`src/rtl/adc_pkg.sv`:
```
// Shared types and constants for the ADC sampler slice.
// Used by adc_clk_div and adc_sampler (optional feature macro: ADC_SAMPLER_TRIGGER_EN).
package adc_pkg;

    typedef enum logic [1:0] {
        ST_IDLE = 2'd0,
        ST_RUN  = 2'd1,
        ST_STOP = 2'd2
    } adc_state_e;

    localparam int unsigned ADC_DATA_W          = 8;
    // 5000 iCLK cycles per half-period gives a 10 kHz ADC clock from 100 MHz
    localparam int unsigned ADC_HALF_PERIOD_10K = 5000;

endpackage

```
`src/rtl/adc_clk_div.sv`:
```
// ADC clock generator: run/stop FSM, half-period divider and latch, registered
// ADC clock / output enable, and a one-cycle strobe on every rising toggle.
module adc_clk_div
    import adc_pkg::*;
#(
    parameter int unsigned DIV_W = 16
) (
    input  logic             clk,
    input  logic             rst_n,
    input  logic             enable,
    input  logic [DIV_W-1:0] half_period,
    output adc_state_e       state,
    output logic             adc_clk,
    output logic             adc_noe,
    output logic             rise
);

    logic [DIV_W-1:0] div_cnt;
    logic [DIV_W-1:0] half_lat;
    logic [DIV_W-1:0] half_eff;
    logic             wrap;

    always_comb begin
        half_eff = (half_period == '0) ? DIV_W'(1) : half_period;
        wrap     = (div_cnt == (half_lat - DIV_W'(1)));
    end

    always_ff @(posedge clk or negedge rst_n) begin
        if (!rst_n) begin
            state    <= ST_IDLE;
            adc_clk  <= 1'b0;
            adc_noe  <= 1'b1;
            rise     <= 1'b0;
            div_cnt  <= '0;
            half_lat <= DIV_W'(1);
        end else begin
            rise <= 1'b0;
            case (state)
                ST_IDLE: begin
                    adc_clk <= 1'b0;
                    adc_noe <= 1'b1;
                    div_cnt <= '0;
                    if (enable) begin
                        state    <= ST_RUN;
                        adc_noe  <= 1'b0;
                        half_lat <= half_eff;
                    end
                end
                ST_RUN: begin
                    if (!enable && !adc_clk) begin
                        // low phase: stop at once, never start a new high pulse
                        state   <= ST_IDLE;
                        adc_noe <= 1'b1;
                        div_cnt <= '0;
                    end else if (wrap) begin
                        div_cnt  <= '0;
                        half_lat <= half_eff;
                        adc_clk  <= ~adc_clk;
                        rise     <= ~adc_clk;
                        if (!enable) begin
                            state   <= ST_IDLE;
                            adc_noe <= 1'b1;
                        end
                    end else begin
                        div_cnt <= div_cnt + DIV_W'(1);
                        if (!enable) begin
                            state <= ST_STOP;
                        end
                    end
                end
                ST_STOP: begin
                    // finish the high phase at full length, then fall and park
                    if (wrap) begin
                        div_cnt <= '0;
                        adc_clk <= 1'b0;
                        adc_noe <= 1'b1;
                        state   <= ST_IDLE;
                    end else begin
                        div_cnt <= div_cnt + DIV_W'(1);
                    end
                end
                default: begin
                    state   <= ST_IDLE;
                    adc_clk <= 1'b0;
                    adc_noe <= 1'b1;
                    div_cnt <= '0;
                end
            endcase
        end
    end

endmodule

```
`src/rtl/adc_sampler.sv`:
```
// ADC front end: programmable ADC clock, delayed byte capture, 1-entry valid/ready
// output with sticky overrun. Define ADC_SAMPLER_TRIGGER_EN to add the level trigger.
module adc_sampler
    import adc_pkg::*;
#(
    parameter int unsigned DATA_W        = ADC_DATA_W,
    parameter int unsigned DIV_W         = 16,
    parameter int unsigned CAPTURE_DELAY = 2
) (
    input  logic              iCLK,
    input  logic              iRST_N,
    input  logic              iEnable,
    input  logic [DIV_W-1:0]  iHalfPeriod,
    input  logic [DATA_W-1:0] iADC_Byte,
    output logic              oADC_CLK,
    output logic              oADC_nOE,
    output logic [DATA_W-1:0] oSample,
    output logic              oSampleValid,
    input  logic              iSampleReady,
    output logic              oOverrun
`ifdef ADC_SAMPLER_TRIGGER_EN
    ,
    input  logic [DATA_W-1:0] iTrigLevel,
    input  logic              iTrigArm,
    output logic              oTriggered
`endif
);

    localparam int unsigned DLY_W = (CAPTURE_DELAY > 1) ? $clog2(CAPTURE_DELAY) : 1;

    adc_state_e        state;
    logic              rise;
    logic              start;
    logic              pend;
    logic [DLY_W-1:0]  dly_cnt;
    logic              cap_valid;
    logic [DATA_W-1:0] cap_data;
    logic              new_sample;

    adc_clk_div #(
        .DIV_W (DIV_W)
    ) u_clk_div (
        .clk         (iCLK),
        .rst_n       (iRST_N),
        .enable      (iEnable),
        .half_period (iHalfPeriod),
        .state       (state),
        .adc_clk     (oADC_CLK),
        .adc_noe     (oADC_nOE),
        .rise        (rise)
    );

    always_comb begin
        start = (state == ST_IDLE) && iEnable;
    end

    // rise is one cycle behind the clock edge, so the capture lands CAPTURE_DELAY
    // cycles after the edge when the counter is loaded with CAPTURE_DELAY-1
    always_ff @(posedge iCLK or negedge iRST_N) begin
        if (!iRST_N) begin
            pend      <= 1'b0;
            dly_cnt   <= '0;
            cap_valid <= 1'b0;
            cap_data  <= '0;
        end else begin
            cap_valid <= 1'b0;
            if (state == ST_IDLE) begin
                pend <= 1'b0;
            end else if (rise) begin
                if (CAPTURE_DELAY <= 1) begin
                    cap_valid <= 1'b1;
                    cap_data  <= iADC_Byte;
                end else begin
                    pend    <= 1'b1;
                    dly_cnt <= DLY_W'(CAPTURE_DELAY - 1);
                end
            end else if (pend) begin
                if (dly_cnt == DLY_W'(1)) begin
                    pend      <= 1'b0;
                    cap_valid <= 1'b1;
                    cap_data  <= iADC_Byte;
                end else begin
                    dly_cnt <= dly_cnt - DLY_W'(1);
                end
            end
        end
    end

`ifdef ADC_SAMPLER_TRIGGER_EN
    logic [DATA_W-1:0] prev_sample;
    logic              have_prev;
    logic              fire;

    always_comb begin
        fire       = have_prev && (prev_sample < iTrigLevel) && (iTrigLevel <= cap_data);
        new_sample = cap_valid && (!iTrigArm || oTriggered || fire);
    end

    always_ff @(posedge iCLK or negedge iRST_N) begin
        if (!iRST_N) begin
            prev_sample <= '0;
            have_prev   <= 1'b0;
            oTriggered  <= 1'b0;
        end else begin
            if (start) begin
                have_prev <= 1'b0;
            end else if (cap_valid) begin
                prev_sample <= cap_data;
                have_prev   <= 1'b1;
            end
            if (!iTrigArm) begin
                oTriggered <= 1'b0;
            end else if (cap_valid && fire) begin
                oTriggered <= 1'b1;
            end
        end
    end
`else
    always_comb begin
        new_sample = cap_valid;
    end
`endif

    always_ff @(posedge iCLK or negedge iRST_N) begin
        if (!iRST_N) begin
            oSample      <= '0;
            oSampleValid <= 1'b0;
            oOverrun     <= 1'b0;
        end else begin
            if (new_sample) begin
                if (!oSampleValid || iSampleReady) begin
                    oSample      <= cap_data;
                    oSampleValid <= 1'b1;
                end else begin
                    oOverrun <= 1'b1;
                end
            end else if (oSampleValid && iSampleReady) begin
                oSampleValid <= 1'b0;
            end
            if (start) begin
                oOverrun <= 1'b0;
            end
        end
    end

endmodule

```
`config.mk`:
```
export PLATFORM = sky130hd
export DESIGN_NAME = adc_sampler
export DESIGN_NICKNAME = d
export VERILOG_FILES = /design/src/rtl/adc_pkg.sv /design/src/rtl/adc_clk_div.sv /design/src/rtl/adc_sampler.sv
export SDC_FILE = /design/constraint.sdc
export NUM_CORES = 1
export LEC_CHECK = 0
export BUFFER_PORTS_ARGS = -buffer_cell sky130_fd_sc_hd__clkbuf_2
export CAP_MARGIN = 0
export CORE_UTILIZATION = 65
export CTS_BUF_LIST = sky130_fd_sc_hd__clkbuf_8
export DETAILED_ROUTE_END_ITERATION = 8
export GPL_ROUTABILITY_DRIVEN = 0
export PLACE_DENSITY = 0.91
export SYNTH_ARGS = -nofsm -noshare
export SYNTH_HDL_FRONTEND = slang
export SYNTH_SLANG_ARGS = --single-unit
```
`constraint.sdc`:
```
create_clock -name iCLK -period 5.5 [get_ports iCLK]
set_input_delay 0.55 -clock iCLK [delete_from_list [all_inputs] [get_ports iCLK]]
set_output_delay 0.55 -clock iCLK [all_outputs]
set_load 0.005 [all_outputs]
```
==> results.toml <==
[pwr]
power.leakage_nw = 1.64
power_density_nw_per_um2 = 410
vdd_drop_max_mv = 0.336

[synthesis]
syn_inst = 306
synth_nets = 339
synth_async_sr_flop_share = 1.00
syn_area_per_cell_um2 = 10.6
synth-main-ff-cell = "dfrtp_1"
netlist_area_um2 = 3230
ys_seq_area_frac = 0.450
synth-edff-count = 0
synthDistinctLibCells = 52
yosys_warnings = 0
ys_seq_elements = 58

[placement]
dpl-instance-area_um2 = 3440
hpwl_mm = 4.68
port_buffers = 39

[floorplan]
fp.dieW_um = 72.5
die_h_um = 72.5
num_io_pins = 40
fp.dieArea_um2 = 5260
row_count = 25
coreArea_um2 = 4750
start_util = 0.680

[routing]
viasPerCell = 5.91
first_pass_iters = 4
drtIter0Drc = 171
totalWireLength_mm = 6.80
ant_nets = 0
wire_per_inst_um = 16.4
drc = 0
via_count = 2452

[cts]
cts_max_level = 3
cts_setup_buffers = 0
cts_buffers = 9
clk_latency_ns = 0.34
root_buffer = "clkbuf_8"
clk_path_buf_depth = 2
tritoncts = "done"
postCtsResizedCells = 0
clk_pin_slew_ns = 0.07
cts_sinks = 58
hold_buffers = 0

[setup_path]
critPathTopFamily = "simple AND/OR/NAND/NOR gates"
slowest_delay_ns = 0.60
crit_fanout = 16
path_class = "reg2reg"
crit_start = "u_clk_div.half_lat[1]"
crit_chain = "inv_1 -> ha_1 -> or3b_2 -> or3_4 -> mux2i_1 -> o31ai_1 -> a21oi_2 -> nand4b_4 -> o21ai_4 -> mux2_2"
r2r_slack_ns = 1.98
cp_data_arrival_time_ns = 3.75
cpMaxStageDelayCell = "o21ai_4"
crit_buf_inv = 1
timing.rr.start = "u_clk_div.half_lat[1]"
crit_path_end_kind = "register"
start_kind = "register"
crit_required_ns = 5.73

[grt]
grt_pass1_wl_mm = 11.2
grt.total_usage = 0.284
grt_overflow_total = 0
grt_pass1_vias = 2400
grt_max_degree = 59
antenna_found_initial = 0

[final_layout]
drive_gt1_frac = 0.287
final.fill_count = 325
final_util = 0.770
nNetsFinal = 376
n_antenna_cell = 0
final_area_um2 = 3660
syn_to_final_growth_pct = 13.2

[sta]
slew_viol_final = 0
max_freq_ghz = 0.284
setup_viol = 0
rsz0062_at_grt = "false"
slew_headroom = 0.531
finalSetupTns_ns = 0
hold_viol_final = 0
fin_skew_ns = 0.00623
period_needed_ns = 3.52
post-route-period-util = 0.640
worstMarginPinSlew_ns = 0.704

[job]
maxCapViolCount = 0

[hold_path]
min_path_type = "in2async"

[run_status]
outcome = "completed"
[power breakdown]
part	switching, W	leakage [nW]	internal (W)
Clock	0.000168	0.113	0.000264
Combinational	0.000221	0.760	0.000226
Sequential	0.000120	0.769	0.000501
[registers in the layout (all words and copies together) (netlist names)]
name                cells
cap_valid               1
oSample                 8
u_clk_div.rise          1
oSampleValid            1
dly_cnt                 1
oOverrun                1
u_clk_div.half_lat     16
u_clk_div.div_cnt      16
cap_data                8
u_clk_div.state         2
u_clk_div.adc_clk       1
u_clk_div.adc_noe       1
pend                    1
[worst paths after layout]
kind / end / cells after the start
worst min-delay path: dly_cnt / 2
worst min register to register: oSample[3] / 1
worst max register to register: u_clk_div.half_lat[3] / 10
worst max-delay path: u_clk_div.half_lat[3] / 10
min in group iCLK: cap_data[7] / 2
max in group asynchronous: u_clk_div.half_lat[5] / 2
[per-stage QoR]
| stage | total power (W) | hold slack [ns] | setup slack (ns) | instances |
|---|---|---|---|---|
| 6_report | 0.00150 | 0.346 | 1.98 | 415 |
| 5_1_grt | 0.00158 | 0.405 | 1.82 | 415 |
| 4_1_cts | 0.00150 | 0.365 | 2.01 | 415 |
| 3_5_place_dp | 0.00106 | 0.489 | 2.03 | 399 |
| 3_3_place_gp | 0.00104 | 0.471 | 2.16 | 399 |
| 2_1_floorplan | 0.000973 | 0.254 | 2.37 | 306 |
[final cells by class]
class	count	area (um^2)	share of cell area
inverters	13	48.8	0.0133
flip-flops and latches	58	1450	0.397
clock inverters	6	81.3	0.0222
well taps	67	83.8	0.0229
repair buffers	41	210	0.0574
clock buffers	10	138	0.0376
multi-input cells	220	1650	0.449
[cell families after synthesis]
| kind of cell | count (synthesis) | synth area share |
|---|---|---|
| DFF | 58 | 0.450 |
| buffers and inverters | 28 | 0.0414 |
| AOI/OAI and AO/OA | 40 | 0.0867 |
| adders and majority gates | 5 | 0.0193 |
| and+or+nand+nor | 113 | 0.198 |
| muxes | 37 | 0.137 |
| xor gates and xnor gates | 25 | 0.0677 |
[routing by layer]
metal,GRT usage,wire length [um],up-vias
met1,0.360,2840,1188
met5,0,0,-
met4,0.0959,146,0
met2,0.475,3540,74
met3,0.0750,272,20
li1,-,-,1170
[placed cells by master, fill, tap and decap left out, types with 6 or more instances in the layout]
cell and n:
inv_1 14, mux2_4 9, nand2b_1 6, xnor2_1 16, nor2_1 25, clkbuf_8 10, nor3_1 12, nor4_1 6
a21oi_1 8, o21ai_0 8, dfrtp_1 56, xor2_1 9, mux2_2 23, nand3_1 12, clkbuf_2 39, nand2_1 17
or4_1 6
[synth_stat cells, types with 2 or more instances]
library cell / instances / area share
o31ai_1: 2 / 0.0046
inv_1: 13 / 0.015
a31oi_1: 3 / 0.0058
xnor2_1: 16 / 0.043
nor3_1: 12 / 0.019
buf_2: 2 / 0.0031
dfrtp_1: 56 / 0.43
nor4b_1: 3 / 0.0081
o21ai_0: 8 / 0.012
or4_1: 6 / 0.014
nand4_1: 3 / 0.0058
dfstp_2: 2 / 0.016
nand3_1: 12 / 0.019
ha_1: 5 / 0.019
buf_6: 2 / 0.0070
mux2_4: 9 / 0.042
or3_1: 2 / 0.0039
nor3b_1: 2 / 0.0046
and3_1: 5 / 0.0097
nand3b_1: 5 / 0.012
a21o_1: 2 / 0.0046
a211oi_1: 4 / 0.0093
nand2_1: 17 / 0.020
nand2b_1: 6 / 0.012
o211ai_1: 4 / 0.0093
nor4_1: 6 / 0.012
mux2_2: 23 / 0.080
mux2i_1: 5 / 0.015
xor2_1: 9 / 0.024
nor2_1: 25 / 0.029
clkbuf_1: 9 / 0.010
a21oi_1: 8 / 0.012
No activity file was read; power rests on OpenSTA's default activity.
